[config.mk]
export PLATFORM = sky130hd
export DESIGN_NAME = acc_write_scheduler
export DESIGN_NICKNAME = d
export VERILOG_FILES = /design/src/rtl/acc_sched_pkg.sv /design/src/rtl/acc_write_scheduler_mod_counter.sv /design/src/rtl/acc_write_scheduler.sv
export SDC_FILE = /design/constraint.sdc
export NUM_CORES = 1
export LEC_CHECK = 0
export ABC_AREA = 1
export BUFFER_PORTS_ARGS = -buffer_cell sky130_fd_sc_hd__buf_2
export CORE_MARGIN = 1
export CORE_UTILIZATION = 45
export CTS_BUF_LIST = sky130_fd_sc_hd__clkbuf_16
export CTS_CLUSTER_DIAMETER = 40
export DETAILED_ROUTE_END_ITERATION = 8
export GPL_TIMING_DRIVEN = 1
export PLACE_DENSITY = 0.78
export SLEW_MARGIN = 20
export SYNTH_ARGS = -nofsm -noshare
export SYNTH_HDL_FRONTEND = slang
export SYNTH_SLANG_ARGS = --single-unit
[constraint.sdc]
create_clock -name clk -period 1.38 [get_ports clk]
set_input_delay 0.138 -clock clk [delete_from_list [all_inputs] [get_ports clk]]
set_output_delay 0.138 -clock clk [all_outputs]
set_load 0.005 [all_outputs]
[src/rtl/acc_sched_pkg.sv]
// Shared constants and state encoding for the accumulator write scheduler.
package acc_sched_pkg;

  localparam int DEPTH      = 8;
  localparam int ADDR_W     = $clog2(DEPTH);
  localparam int NUM_PASS_W = 4;

  typedef enum logic [1:0] {
    IDLE    = 2'd0,
    PRELOAD = 2'd1,
    ACCUM   = 2'd2,
    DRAIN   = 2'd3
  } state_e;

endpackage

[src/rtl/acc_write_scheduler_mod_counter.sv]
// Mod-DEPTH up-counter with synchronous clear and a combinational wrap pulse
// that fires in the cycle whose increment takes the count from DEPTH-1 to 0.
module mod_counter #(
  parameter int DEPTH = 8,
  parameter int W     = 4
) (
  input  logic         clk,
  input  logic         rst_n,
  input  logic         clr,
  input  logic         inc,
  output logic [W-1:0] cnt,
  output logic         wrap
);

  logic [W-1:0] cnt_d;
  logic [W-1:0] cnt_q;

  assign wrap = inc && (cnt_q == W'(DEPTH - 1));
  assign cnt  = cnt_q;

  // Next count: clear wins over increment; increment wraps at DEPTH-1.
  always_comb begin
    cnt_d = cnt_q;
    if (clr) begin
      cnt_d = '0;
    end else if (inc) begin
      cnt_d = wrap ? '0 : cnt_q + 1'b1;
    end
  end

  // Count register.
  always_ff @(posedge clk or negedge rst_n) begin
    if (!rst_n) begin
      cnt_q <= '0;
    end else begin
      cnt_q <= cnt_d;
    end
  end

endmodule

[src/rtl/acc_write_scheduler.sv]
// Sequences the CACC (preload) and ACC (accumulate) write ports of an
// 8-entry partial-sum accumulator for one output tile. An address is only
// accumulated once its preload has been written, and the two ports never
// target the same address in the same cycle.
module acc_write_scheduler
  import acc_sched_pkg::*;
(
  input  logic                  clk,
  input  logic                  rst_n,
  input  logic                  start,
  input  logic [NUM_PASS_W-1:0] num_pass,
  input  logic                  comp_valid,
  input  logic                  psum_valid,
  output logic                  CACC_Wr_en,
  output logic [ADDR_W-1:0]     CAcc_Wr_Addr,
  output logic                  ACC_Wr_en,
  output logic [ADDR_W-1:0]     Acc_Wr_Addr,
  output logic                  busy,
  output logic                  done,
  output logic                  err
);

  state_e                  state_q, state_d;
  logic [NUM_PASS_W-1:0]   num_pass_q, num_pass_d;
  logic [NUM_PASS_W-1:0]   pass_cnt_q, pass_cnt_d;
  logic                    err_q, err_d;
  logic                    busy_q, busy_d;
  logic                    done_q, done_d;
  logic                    cacc_en_q, cacc_en_d;
  logic [ADDR_W-1:0]       cacc_addr_q, cacc_addr_d;
  logic                    acc_en_q, acc_en_d;
  logic [ADDR_W-1:0]       acc_addr_q, acc_addr_d;

  logic [ADDR_W:0]         pre_cnt;
  logic [ADDR_W:0]         acc_cnt;
  logic                    pre_wrap;
  logic                    acc_wrap;
  logic                    cnt_clr;
  logic                    pre_inc;
  logic                    acc_ok;
  logic                    acc_inc;

  // Counter controls are kept outside the FSM block so the wrap pulses
  // (which depend on inc) do not feed back into the block that drives inc.
  // In PRELOAD an accumulate is legal only for rows whose preload already
  // landed, i.e. strictly below pre_cnt; this also keeps the ports disjoint.
  assign cnt_clr = (state_q == IDLE) && start;
  assign pre_inc = (state_q == PRELOAD) && comp_valid;
  assign acc_ok  = ((state_q == PRELOAD) && (acc_cnt < pre_cnt)) ||
                   (state_q == ACCUM);
  assign acc_inc = psum_valid && acc_ok;

  mod_counter #(.DEPTH(DEPTH), .W(ADDR_W + 1)) u_pre_cnt (
    .clk   (clk),
    .rst_n (rst_n),
    .clr   (cnt_clr),
    .inc   (pre_inc),
    .cnt   (pre_cnt),
    .wrap  (pre_wrap)
  );

  mod_counter #(.DEPTH(DEPTH), .W(ADDR_W + 1)) u_acc_cnt (
    .clk   (clk),
    .rst_n (rst_n),
    .clr   (cnt_clr),
    .inc   (acc_inc),
    .cnt   (acc_cnt),
    .wrap  (acc_wrap)
  );

  // Next-state and next-output logic; all outputs leave through flops.
  always_comb begin
    state_d     = state_q;
    num_pass_d  = num_pass_q;
    pass_cnt_d  = pass_cnt_q;
    err_d       = err_q;
    done_d      = 1'b0;
    cacc_en_d   = 1'b0;
    cacc_addr_d = '0;
    acc_en_d    = 1'b0;
    acc_addr_d  = '0;

    unique case (state_q)
      IDLE: begin
        // Valids while idle are simply dropped.
        if (start) begin
          num_pass_d = (num_pass == '0) ? NUM_PASS_W'(1) : num_pass;
          pass_cnt_d = '0;
          err_d      = 1'b0;
          state_d    = PRELOAD;
        end
      end
      PRELOAD: begin
        if (comp_valid) begin
          cacc_en_d   = 1'b1;
          cacc_addr_d = pre_cnt[ADDR_W-1:0];
          if (pre_wrap) begin
            state_d = ACCUM;
          end
        end
        if (psum_valid) begin
          if (acc_ok) begin
            acc_en_d   = 1'b1;
            acc_addr_d = acc_cnt[ADDR_W-1:0];
          end else begin
            err_d = 1'b1;
          end
        end
      end
      ACCUM: begin
        if (comp_valid) begin
          err_d = 1'b1;
        end
        if (psum_valid) begin
          acc_en_d   = 1'b1;
          acc_addr_d = acc_cnt[ADDR_W-1:0];
          if (acc_wrap) begin
            pass_cnt_d = pass_cnt_q + 1'b1;
            if (pass_cnt_d == num_pass_q) begin
              state_d = DRAIN;
            end
          end
        end
      end
      DRAIN: begin
        // One idle cycle so the final accumulate lands before done.
        if (comp_valid || psum_valid) begin
          err_d = 1'b1;
        end
        done_d  = 1'b1;
        state_d = IDLE;
      end
      default: begin
        state_d = IDLE;
      end
    endcase

    busy_d = (state_d != IDLE);
  end

  // State, control and output registers.
  always_ff @(posedge clk or negedge rst_n) begin
    if (!rst_n) begin
      state_q     <= IDLE;
      num_pass_q  <= '0;
      pass_cnt_q  <= '0;
      err_q       <= 1'b0;
      busy_q      <= 1'b0;
      done_q      <= 1'b0;
      cacc_en_q   <= 1'b0;
      cacc_addr_q <= '0;
      acc_en_q    <= 1'b0;
      acc_addr_q  <= '0;
    end else begin
      state_q     <= state_d;
      num_pass_q  <= num_pass_d;
      pass_cnt_q  <= pass_cnt_d;
      err_q       <= err_d;
      busy_q      <= busy_d;
      done_q      <= done_d;
      cacc_en_q   <= cacc_en_d;
      cacc_addr_q <= cacc_addr_d;
      acc_en_q    <= acc_en_d;
      acc_addr_q  <= acc_addr_d;
    end
  end

  assign CACC_Wr_en   = cacc_en_q;
  assign CAcc_Wr_Addr = cacc_addr_q;
  assign ACC_Wr_en    = acc_en_q;
  assign Acc_Wr_Addr  = acc_addr_q;
  assign busy         = busy_q;
  assign done         = done_q;
  assign err          = err_q;

endmodule

# Word-level counts from Yosys, hierarchy flattened
# Cells that the tools add are included.
# totals
word_cells	83
output_inout_bits	11
inputBits	9
regBits	29
# op_classes
n_addsub	3
n_mux	37
n_eq_ne	13
n_lt_le_gt_ge	1
n_reduce_logical	17
# op_table
op	n
$mux W4	10
$mux W3	5
$add A4 B1 Y4 const B	3
$mux W2	6
$ne A2 B2 Y1 const B	6
$mux W1	11
$eq A4 B3 Y1 const B	2
$pmux W2 S4	1
$pmux W4 S2	1
$reduce_bool A2 Y1	4
$logic_and A1 B1 Y1	6
$pmux W3 S2	1
$reduce_and A5 Y1	1
$eq A2 B2 Y1 const B	2
$eq A4 B4 Y1	1
$logic_not A4 Y1	1
$lt A4 B4 Y1	1
$pmux W1 S4	1
$reduce_and A4 Y1	1
$eq A2 B1 Y1 const B	1
$logic_not A2 Y1	1
$logic_or A1 B1 Y1	2
$ne A2 B1 Y1 const B	1
$pmux W1 S2	1
$reduce_and A2 Y1	1

# Longest topological paths before layout
# logic_depth
word_depth	9
depth_mapped	12
depth_no_buf	12

# Modules after synthesis
# Synthesis repeated with hierarchy kept, for this count alone.
# hier_totals
hier_cells	202
hier_area_um2	1591.5
# modules_own_cells
mod	cells_each	instances	seq_area_each_um2	area_each_um2
acc_write_scheduler	140	1	525.5	1121.1
mod_counter	31	2	100.1	235.2

# Worst setup path before layout
# Ideal clock, no wire load.
# synth_timing
path_type	flip-flop to flip-flop
start	register state_q[1]
end	register pass_cnt_q[0]
path_stages_with_launch	12
arrival_time_ns	1.370
t_required_ns	1.263
period_less_slack_ns	1.487
slack_ns	-0.107
n_path_buf	0
setup_time_ns	0.117
path_cell_list	dfrtp_1 -> inv_1 -> ha_1 -> nand2_1 -> a21oi_2 -> nand2_1 -> nand2_2 -> nand4_2 -> nand2_2 -> nand2_2 -> nand2_1 -> nand2_1
# synth_via
elab_chain_len	7
word_cells_on_any_way	13
cone_classes	eq/ne (5); mux (1); reduce/logical (7)
# synth_lines
item	line	source
start: declaration	acc_write_scheduler.sv:23	state_e state_q, state_d;
start signal: assignment	acc_write_scheduler.sv:155	state_q <= state_d;
$eq A2 B1 Y1	acc_write_scheduler.sv:49	assign acc_ok = ((state_q == PRELOAD) && (acc_cnt < pre_cnt)) ||
$logic_and A1 B1 Y1	acc_write_scheduler.sv:49	
$logic_or A1 B1 Y1	acc_write_scheduler.sv:49	
$logic_and A1 B1 Y1	acc_write_scheduler.sv:51	assign acc_inc = psum_valid && acc_ok;
$logic_and A1 B1 Y1	acc_write_scheduler_mod_counter.sv:18	assign wrap = inc && (cnt_q == W'(DEPTH - 1));
$ne A2 B1 Y1 (no source line)	-	
$reduce_and A4 Y1 (no source line)	-	
end signal: assignment	acc_write_scheduler.sv:157	pass_cnt_q <= pass_cnt_d;
end: declaration	acc_write_scheduler.sv:25	logic [NUM_PASS_W-1:0] pass_cnt_q, pass_cnt_d;
# Several ways; a longest one is shown, not always the timed one.
# A chain may end at the register's enable or synchronous reset.

# Final worst setup path
# layout_timing
start	register u_pre_cnt.cnt_q[3] (netlist: u_pre_cnt.cnt[3])
end	register pass_cnt_q[1]
# layout_via
elab_chain_len	7
# layout_lines
item	line	source
start: declaration	acc_write_scheduler_mod_counter.sv:16	logic [W-1:0] cnt_q;
start signal: assignment	acc_write_scheduler_mod_counter.sv:36	cnt_q <= cnt_d;
$lt A4 B4 Y1	acc_write_scheduler.sv:49	
$logic_and A1 B1 Y1	acc_write_scheduler.sv:49	
$logic_or A1 B1 Y1	acc_write_scheduler.sv:49	
$logic_and A1 B1 Y1	acc_write_scheduler.sv:51	
$logic_and A1 B1 Y1	acc_write_scheduler_mod_counter.sv:18	
$ne A2 B1 Y1 (no source line)	-	
$reduce_and A4 Y1 (no source line)	-	
# No other way between the ends.

==> results.json <==
{
  "cts_num_sinks": 29,
  "p_total_w": 0.00461,
  "drtIter0Drc": 66,
  "synth-seq-cells": 29,
  "place_congestion": 0.878,
  "hold_viol": 0,
  "hold_path.class": "input pin to flop",
  "nNetsFinal": 269,
  "reg2reg_to": "pass_cnt_q[1]",
  "clkSlewWorstSetupHoldPaths_ns": 0.05,
  "drv_cap": 0,
  "most-common-layout-cells": "nand2_1, buf_4, dfrtp_1, inv_1, buf_2",
  "layout_commonest_cell": "nand2_1",
  "crit_fanout": 4,
  "max_freq_mhz": 652,
  "cts_tree": "done",
  "yosysSeqAreaShare_pct": 47.1,
  "worst_pin_slew_ns": 0.632,
  "fin_ws_ns": -0.154,
  "ant_nets": 0,
  "syn_inst": 187,
  "power_leakage_nw": 1.21,
  "finalCritPeriodShare_pct": 111,
  "reg2reg_slack_ns": -0.15,
  "grt_usage_pct": 22.9,
  "dieWidth_um": 60.5,
  "outcome": "finished with violations",
  "antennaDiodeCount": 0,
  "vdd_ir_drop_max_mv": 0.970,
  "grt_pass1_wl_um": 5850,
  "worst_skew_pair.late_latency_ns": 0.28,
  "critical_path_class": "flop to flop",
  "violations": "setup timing",
  "ios": 20,
  "std_cell_rows": 20,
  "fill_cells": 196,
  "rsz0062_at_grt": "true",
  "startpoint": "u_pre_cnt.cnt[3]",
  "core_um2": 3150,
  "hp-start": "num_pass[2]",
  "finalCriticalPeriod_ns": 1.53,
  "synth_cell_types": 24,
  "critPathArrivalTime_ns": 1.69,
  "hpwl_um": 2360,
  "worst_r2r_path_depth": 12,
  "syn_area_um2": 1540,
  "grt_pass1_vias": 1326,
  "syn_nets": 207,
  "ys_warn_count": 0,
  "whs_path_depth": 3,
  "vias_per_cell": 4.91,
  "finClkSkew_ns": 0.00464,
  "grt_max_degree": 30,
  "cts_root_buf": "clkbuf_16",
  "slew_headroom_pct": 57.9,
  "clk_path_buf_depth": 2,
  "cts_htree_levels": 2,
  "floorplan.initialDensity_pct": 48.8,
  "numCtsBuffers": 5,
  "die_height_um": 60.5,
  "numPortBuffers": 19,
  "synth_area_per_cell_um2": 8.24,
  "min_to": "num_pass_q[2]",
  "num_vias": 1444,
  "drt-total-wl_um": 4090,
  "drc": 0,
  "r2r-start": "u_pre_cnt.cnt[3]",
  "crit_required_ns": 1.54,
  "wl_per_cell_um": 13.9,
  "antenna_found_initial": 0,
  "dr.pass1.iters": 4,
  "end_kind": "flop",
  "grt-ovfl-total": 0,
  "powerDensity_nw_per_um2": 1960,
  "fin_setup_tns_ns": -1.14,
  "area_growth_pct": 52.6,
  "slew_viol_final": 0,
  "start_kind": "flop",
  "dieArea_um2": 3660,
  "drive_gt1_share_pct": 46.8,
  "setup_viol": 15
}
## power breakdown
part	total [W]	switching, W	internal [W]
Clock	0.00100	0.000358	0.000645
Combinational	0.00236	0.00127	0.00109
Sequential	0.00125	0.000176	0.00108
Total	0.00461	0.00180	0.00281
## what timing repair did
item,4_1_cts,5_1_grt
pin swaps,14,14
hold endpoints to repair,29,0
buffers inserted,3,4
gates resized for setup,26,37
setup endpoints to repair,16,21
hold buffers,1,0
## final cells by class
class                   instances  area [um^2]  share of cell area [%]
multi-input cells             126          927                    39.5
flip-flops and latches         29          726                    30.9
clock inverters                 3         11.3                   0.479
repair buffers                 56          387                    16.5
clock buffers                   5          125                    5.32
well taps                      44         55.1                    2.34
inverters                      31          119                    5.06
## per-stage QoR
step	instance area, um^2	setup slack, ns	cells	utilization [%]	hold slack, ns
after global placement	1910	-0.202	278	60.5	0.189
final	2350	-0.154	294	74.5	0.134
after floorplan	1540	-0.0930	187	-	-0.158
after CTS	2200	-0.150	290	69.7	0.130
after detailed placement	1910	-0.248	278	60.5	0.197
after global routing	2350	-0.225	294	74.5	0.172
## metal layers
metal | part of all wire, % | up-vias | global-route usage [%]
met2 | 50 | 48 | 37.7
met5 | 0 | - | 0
met1 | 42 | 680 | 27.9
met3 | 5.7 | 9 | 5.33
li1 | - | 707 | -
met4 | 2.3 | 0 | 12.7
## cell families after synthesis
family	Yosys count	share of synthesized area (%)
adders and majority gates	11	8.94
xor gates and xnor gates	5	2.84
buffers and inverters	32	7.80
AOI/OAI and AO/OA	27	9.99
DFF	29	47.1
and+or+nand+nor	83	23.3
## synthesized netlist by cell type
cell | n | share of area [%]
nand3b_1 | 1 | 0.49
xnor2_1 | 2 | 1.1
a21oi_2 | 2 | 1.1
nor2_1 | 16 | 3.9
a21oi_1 | 5 | 1.6
nor2_4 | 1 | 0.73
nand2_2 | 6 | 2.4
xor2_1 | 3 | 1.7
nand4_2 | 1 | 0.81
nor3_1 | 1 | 0.32
o211ai_1 | 1 | 0.49
nand2_1 | 48 | 12
o22ai_1 | 2 | 0.81
inv_1 | 29 | 7.1
ha_1 | 11 | 8.9
o21a_1 | 1 | 0.49
clkbuf_1 | 1 | 0.24
a31oi_1 | 1 | 0.41
dfrtp_1 | 29 | 47
o21bai_1 | 1 | 0.49
inv_2 | 2 | 0.49
o21ai_1 | 2 | 0.65
o21ai_0 | 12 | 3.9
nand3_1 | 9 | 2.9
## how the worst max path moves through the flow
stage / cells past startpoint / endpoint
after floorplan: 12 / pass_cnt_q[0]
after global placement: 11 / pass_cnt_q[2]
after detailed placement: 12 / pass_cnt_q[1]
after CTS: 12 / pass_cnt_q[1]
after global routing: 11 / pass_cnt_q[0]
final: 12 / pass_cnt_q[1]
## critical path, cell delays in order (launching register included)
cell	delay, ns
dfrtp_1	0.36
inv_2	0.06
ha_4	0.15
inv_1	0.06
nand2_1	0.07
a21oi_2	0.13
nand2_2	0.08
nand2_4	0.09
nand4_4	0.10
nand2_4	0.11
nand2_4	0.07
nand2_2	0.07
nand2_2	0.05
## registers in the layout, indices dropped and copies added, names as in the netlist
signal and count:
u_pre_cnt.cnt 4, pass_cnt_q 4, busy 1, ACC_Wr_en 1, num_pass_q 4, u_acc_cnt.cnt 4, err 1, Acc_Wr_Addr 3
CACC_Wr_en 1, CAcc_Wr_Addr 3, state_q 2, done 1
Power figures use the tool's default switching activity.
